$ cat src/rtl/ascon_perm_arbiter.sv
// ascon_perm_arbiter: round-robin sharing of one Ascon permutation core between two clients,
// with job capture, start/done sequencing, rounds check and a hung-core watchdog.
module ascon_perm_arbiter #(
    parameter int MAX_ROUNDS = 12,
    parameter int TIMEOUT    = 64
) (
    input  logic         clk,
    input  logic         rst,
    input  logic         req0,
    input  logic         req1,
    input  logic [319:0] s_in0,
    input  logic [319:0] s_in1,
    input  logic [4:0]   rounds0,
    input  logic [4:0]   rounds1,
    output logic         ack0,
    output logic         ack1,
    output logic         done0,
    output logic         done1,
    output logic         err,
    output logic [319:0] s_out,
    output logic         p_start,
    output logic [319:0] p_state,
    output logic [4:0]   p_rounds,
    input  logic [319:0] p_out,
    input  logic         p_done
);
    typedef enum logic [1:0] {IDLE, RUN, RESP} state_t;
    localparam int WW = $clog2(TIMEOUT + 1);
    localparam logic [4:0] MAX_R = 5'(MAX_ROUNDS);
    localparam logic [WW-1:0] WD_LIMIT = WW'(TIMEOUT);

    state_t         state;
    logic           owner, last, pend, sel, legal;
    logic [319:0]   st_q;
    logic [4:0]     rnd_q, rnd_sel;
    logic [WW-1:0]  wd;

    assign sel      = (req0 && req1) ? ~last : req1;
    assign rnd_sel  = sel ? rounds1 : rounds0;
    assign legal    = rnd_sel != 5'd0 && rnd_sel <= MAX_R;
    assign p_start  = state == RUN;
    assign p_state  = p_start ? st_q : '0;
    assign p_rounds = p_start ? rnd_q : '0;

    // A rejected job parks in RESP for one extra cycle so its done trails ack by a cycle.
    always_ff @(posedge clk or negedge rst) begin
        if (!rst) begin
            state <= IDLE;
            owner <= 1'b0;
            last  <= 1'b1;
            pend  <= 1'b0;
            st_q  <= '0;
            rnd_q <= '0;
            wd    <= '0;
            ack0  <= 1'b0;
            ack1  <= 1'b0;
            done0 <= 1'b0;
            done1 <= 1'b0;
            err   <= 1'b0;
            s_out <= '0;
        end else begin
            ack0  <= 1'b0;
            ack1  <= 1'b0;
            done0 <= 1'b0;
            done1 <= 1'b0;
            case (state)
                IDLE: if (req0 || req1) begin
                    owner <= sel;
                    last  <= sel;
                    st_q  <= sel ? s_in1 : s_in0;
                    rnd_q <= rnd_sel;
                    ack0  <= ~sel;
                    ack1  <= sel;
                    wd    <= '0;
                    state <= legal ? RUN : RESP;
                    pend  <= ~legal;
                end
                RUN: if (p_done || wd == WD_LIMIT) begin
                    if (p_done) s_out <= p_out;
                    err   <= ~p_done;
                    done0 <= ~owner;
                    done1 <= owner;
                    state <= RESP;
                end else begin
                    wd <= wd + 1'b1;
                end
                RESP: if (pend) begin
                    pend  <= 1'b0;
                    err   <= 1'b1;
                    done0 <= ~owner;
                    done1 <= owner;
                end else begin
                    wd    <= '0;
                    state <= IDLE;
                end
                default: state <= IDLE;
            endcase
        end
    end
endmodule

$ cat config.mk
export PLATFORM = sky130hd
export DESIGN_NAME = ascon_perm_arbiter
export DESIGN_NICKNAME = d
export VERILOG_FILES = /design/src/rtl/ascon_perm_arbiter.sv
export SDC_FILE = /design/constraint.sdc
export NUM_CORES = 1
export LEC_CHECK = 0
export BUFFER_PORTS_ARGS = -buffer_cell sky130_fd_sc_hd__buf_4
export CAP_MARGIN = 10
export CORE_AREA = 2 2 633 635
export DETAILED_ROUTE_END_ITERATION = 10
export DIE_AREA = 0 0 635 637
export GPL_TIMING_DRIVEN = 0
export PLACE_DENSITY_LB_ADDON = 0.05
export SYNTH_ARGS = -nofsm -noshare
export SYNTH_HDL_FRONTEND = slang
export SYNTH_SLANG_ARGS = --single-unit
$ cat constraint.sdc
create_clock -name clk -period 2.6 [get_ports clk]
set_clock_uncertainty 0.15 [all_clocks]
set_input_delay 0.13 -clock clk [delete_from_list [all_inputs] [get_ports clk]]
set_output_delay 0.13 -clock clk [all_outputs]
set_load 0.03 [all_outputs]
==> impl_metrics.csv, run 1 <==
group,metric,value,unit
floorplan,rows,232,
floorplan,die_h,637,um
place,hpwl,221100,um
yosys,synth_top_area_cell,"dfrtp_1",
clock_tree,clock_path_buffers,4,
yosys,synth_top_cell_area_share,58.93,%
yosys,synth_flop_cell,"dfrtp_1",
yosys,syn_inst,2234,
yosys,ys_types,42,
clock_tree,cts_buffers,115,
yosys,post_synth.cell_area_avg,12.56,um^2
place,finalWeightedCongestion,0.7533,
place,port_buffers,1625,
status,status,"stopped before the end",
clock_tree,postCtsHoldBufs,1871,
status,haltStage,"clock tree synthesis",
floorplan,start_util,7.052,%
yosys,yosysMostFrequentCell,"dfrtp_1",
floorplan,ios,1626,
yosys,syn_area,28070,um^2
yosys,synth_nets,3215,
yosys,ys_top_cells_by_count,"dfrtp_1 (661), and2_1 (327), inv_1 (327)",
yosys,yosys_warnings,0,
yosys,yosysSeqAreaShare,59.03,%
clock_tree,cts_sinks,662,
yosys,synth-seq-cells,662,
status,error_line,"[ERROR RSZ-0060] Max buffer count reached.",
yosys,synth-edff-count,0,
place,dpl_cell_area,47270,um^2
clock_tree,cts_root_buf,"clkbuf_16",
clock_tree,ctsResizeCount,338,
clock_tree,h-tree-depth,3,
clock_tree,postCtsSetupBuffers,9,
yosys,ys_top_cells_by_area,"dfrtp_1 (59%), mux2_2 (13%), a222oi_1 (11%)",
yosys,async_flop_share,100.0,%
floorplan,die_x,635,um
## metrics by stage
stage	hold WS (ns)	setup WS, ns	utilization [%]	std cells
after detailed placement	-0.04082	-1.715	11.88	9140
after global placement	0.1959	-9.985	11.77	9124
after floorplan	-0.3156	0.2122	-	2234
## cell families after synthesis
logic type | count (synthesis) | share of synthesized area [%]
adders and majority gates | 6 | 0.2675
DFF | 662 | 59.03
and+or+nand+nor | 373 | 8.176
AOI/OAI and AO/OA | 357 | 12.24
muxes | 326 | 13.05
buffers and inverters | 510 | 7.240
==> run 2, diff against run 1 <==
--- a/config.mk
+++ b/config.mk
@@ -7,11 +7,11 @@
 export LEC_CHECK = 0
 export BUFFER_PORTS_ARGS = -buffer_cell sky130_fd_sc_hd__buf_4
 export CAP_MARGIN = 10
-export CORE_AREA = 2 2 633 635
+export CORE_AREA = 2 2 641 643
 export DETAILED_ROUTE_END_ITERATION = 10
-export DIE_AREA = 0 0 635 637
+export DIE_AREA = 0 0 643 645
 export GPL_TIMING_DRIVEN = 0
-export PLACE_DENSITY_LB_ADDON = 0.05
+export PLACE_DENSITY_LB_ADDON = 0.15
 export SYNTH_ARGS = -nofsm -noshare
 export SYNTH_HDL_FRONTEND = slang
 export SYNTH_SLANG_ARGS = --single-unit
==> run 2 against run 1 <==
The flow now finishes, with violations (negative setup slack). Synthesized cell count is the same. Area after synthesis stayed put.
==> impl_metrics.csv, run 2 <==
group,metric,value,unit
status,status,"finished, violations left",
status,failed_checks,"negative setup slack",
sta,slew_viol_final,0,
setup_path,worstSetupEndpointType,"output port",
sta,min_period,2.837,ns
drt,detail_route.iter0.violations,3349,
clock_tree,cts_root_buf,"clkbuf_16",
yosys,yosysMostFrequentCell,"dfrtp_1",
flow_run,maxCapViolations,0,
setup_path,worst_setup_path_start_kind,"flop",
sta,grt_setup_unrepaired,"true",
clock_tree,cts_buffers,104,
drt,wl_per_cell,25.87,um
layout,top_regs,"s_out x320, st_q x320, wd x7",
power,p_seq_share,27.6,%
layout,stdcell_area,72980,um^2
global_routing,grt_use_total,13.63,%
clock_tree,h-tree-depth,3,
power,vdd_drop_max,0.0007482,V
setup_path,criticalPathCategory,"flop to output port",
yosys,ys_types,42,
yosys,post_synth.cell_area_avg,12.56,um^2
place,dp.cells,9323,
place,port_buffers,1625,
yosys,synth_flop_cell,"dfrtp_1",
sta,worst_pin_slew,0.7796,ns
layout,final_cells,11450,
layout,final_util,17.88,%
global_routing,antenna_found_initial,168,
place,hpwl,247800,um
power,netSwitchingFraction,43.74,%
clock_tree,cts_tree,"yes",
power,p_leak,32.90,nW
sta,period_share,109.1,%
clock_tree,cts_sinks,662,
drt,drt_wl_total,296300,um
place,dpl_cell_area,47400,um^2
setup_path,worstPathMaxFanout,6,
floorplan,die_x,643,um
global_routing,first_global_vias,37530,
setup_path,cp.required,2.32,ns
setup_path,rrSetupSlack,0.14,ns
layout,fillCellCount,45730,
sta,setup_viol,312,
global_routing,grt-ovfl-total,0,
clock_tree,clock_path_buffers,4,
place,dp_worst_setup_slack,-1.563,ns
power,power_density,965.4,nW/um^2
drt,first_pass_iters,10,
layout,layout_commonest_cell,"dlygate4sd3_1",
sta,max_freq,0.3524,GHz
yosys,synth_top_cell_area_share,58.93,%
clock_tree,clkLatencyLatePin,0.81,ns
floorplan,rows,235,
floorplan,start_util,6.877,%
setup_path,cp.arrival,2.56,ns
yosys,synth_nets,3215,
sta,hold_violations,0,
drt,viasPerCell,3.078,
floorplan,die_h,645,um
yosys,synth-seq-cells,662,
yosys,synth-edff-count,0,
yosys,ys_top_cells_by_area,"dfrtp_1 (59%), mux2_2 (13%), a222oi_1 (11%)",
hold_path,min_path_type,"input port to flop",
yosys,synth_top_area_cell,"dfrtp_1",
yosys,yosys_warnings,0,
floorplan,coreArea,408100,um^2
power,p_int,39.64,mW
floorplan,ios,1626,
sta,slew_headroom,48.03,%
yosys,syn_inst,2234,
sta,fin_ws,-0.2374,ns
yosys,yosysSeqAreaShare,59.03,%
layout,final_cell_mix,"dlygate4sd3_1 (1830), buf_4 (1371), dfrtp_1 (660), inv_1 (326), mux2_2 (320)",
yosys,syn_area,28070,um^2
power,net-switching-power,30.82,mW
layout,syn2layout_area_growth,160.0,%
layout,drive_gt1_share,43.56,%
yosys,ys_top_cells_by_count,"dfrtp_1 (661), and2_1 (327), inv_1 (327)",
global_routing,grt_pass1_wl,377700,um
yosys,async_flop_share,100.0,%
global_routing,grt_max_degree,101,
power,combPwrFrac,51.6,%
drt,final_antenna_net_count,0,
floorplan,dieArea,414700,um^2
layout,fin_nets,6842,
drt,num_vias,35250,
clock_tree,clk_pin_slew_worst_paths,0.06,ns
drt,drc,0,
power,clock_power_share,20.8,%
place,finalWeightedCongestion,0.8908,
[run 2: cell counts after synthesis]
No cell type changed its count.
[run 2: final cells by class]
cell class | instances | area, um^2 | share of cell area [%]
antenna | 59 | 147.6 | 0.2023
sequential | 662 | 16570 | 22.70
clock inverter | 25 | 365.4 | 0.5006
inverter | 327 | 1227 | 1.682
timing repair buffer | 3524 | 33210 | 45.50
tap | 5451 | 6820 | 9.345
multi-input combinational | 1062 | 10120 | 13.87
buffer | 180 | 1454 | 1.992
clock buffer | 161 | 3067 | 4.202
[run 2: kinds of logic (layout without fill, tap and decap cells)]
family | after synthesis | count (layout) | share of synthesized area (%)
AOI/OAI and AO/OA | 357 | 357 | 12.24
adders and majority gates | 6 | 6 | 0.2675
buffers and inverters | 510 | 4217 | 7.240
DFF | 662 | 662 | 59.03
muxes | 326 | 326 | 13.05
other | 0 | 59 | 0
and+or+nand+nor | 373 | 373 | 8.176
[run 2: power groups by stage]
stage | clock [mW] | sequential (mW) | combinational [mW]
after detailed placement | 0 | 19.5 | 31.3
final | 14.7 | 19.4 | 36.4
after CTS | 15.4 | 19.4 | 35.3
after floorplan | 0 | 22.7 | 11.1
after global routing | 15.7 | 20.0 | 38.7
after global placement | 0 | 19.4 | 31.1
[run 2: layer usage]
layer	vias up	global-route usage, %	share of wire (%)
li1	15430	-	-
met2	1637	26.06	54
met5	-	0	0.18
met3	459	4.090	7.3
met4	88	3.840	3.5
met1	17630	14.23	36
[run 2: timing repair]
action | in CTS | in global routing
gates resized for setup | 347 | 575
gates cloned | 8 | 22
pin swaps | 1 | 9
endpoints found under the hold margin | 888 | 0
hold buffers | 1831 | 0
endpoints found under the setup margin | 962 | 855
setup buffers | 10 | 16
[run 2: worst paths after layout]
kind | to | startpoint | cells after the start
worst min register to register | rnd_q[2] | rnd_q[2] | 2
worst min-delay path | s_out[254] | p_out[254] | 3
min in group asynchronous | s_out[179] | rst | 4
max in group asynchronous | st_q[103] | rst | 6
worst max register to register | st_q[167] | state[1] | 10
worst max-delay path | p_state[132] | state[1] | 8
[run 2: metrics by stage]
step | setup TNS (ns) | total power [mW] | hold WS (ns)
final | -42.76 | 70.46 | 0.04855
after global routing | -88.82 | 74.49 | 0.01927
after floorplan | 0 | 33.80 | -0.3156
after detailed placement | -676.86 | 50.77 | -0.05162
after CTS | -148.99 | 70.04 | 0.0009943
after global placement | -6593.30 | 50.51 | 0.1963
[run 2: worst max-delay path, stage by stage, from the launching register on]
cell	delay [ns]
dfrtp_1	0.40
inv_2	0.09
ha_4	0.17
clkbuf_16	0.15
buf_16	0.16
clkbuf_16	0.22
clkbuf_16	0.17
and2_4	0.19
buf_6	0.14
Power figures use the tool's default switching activity.
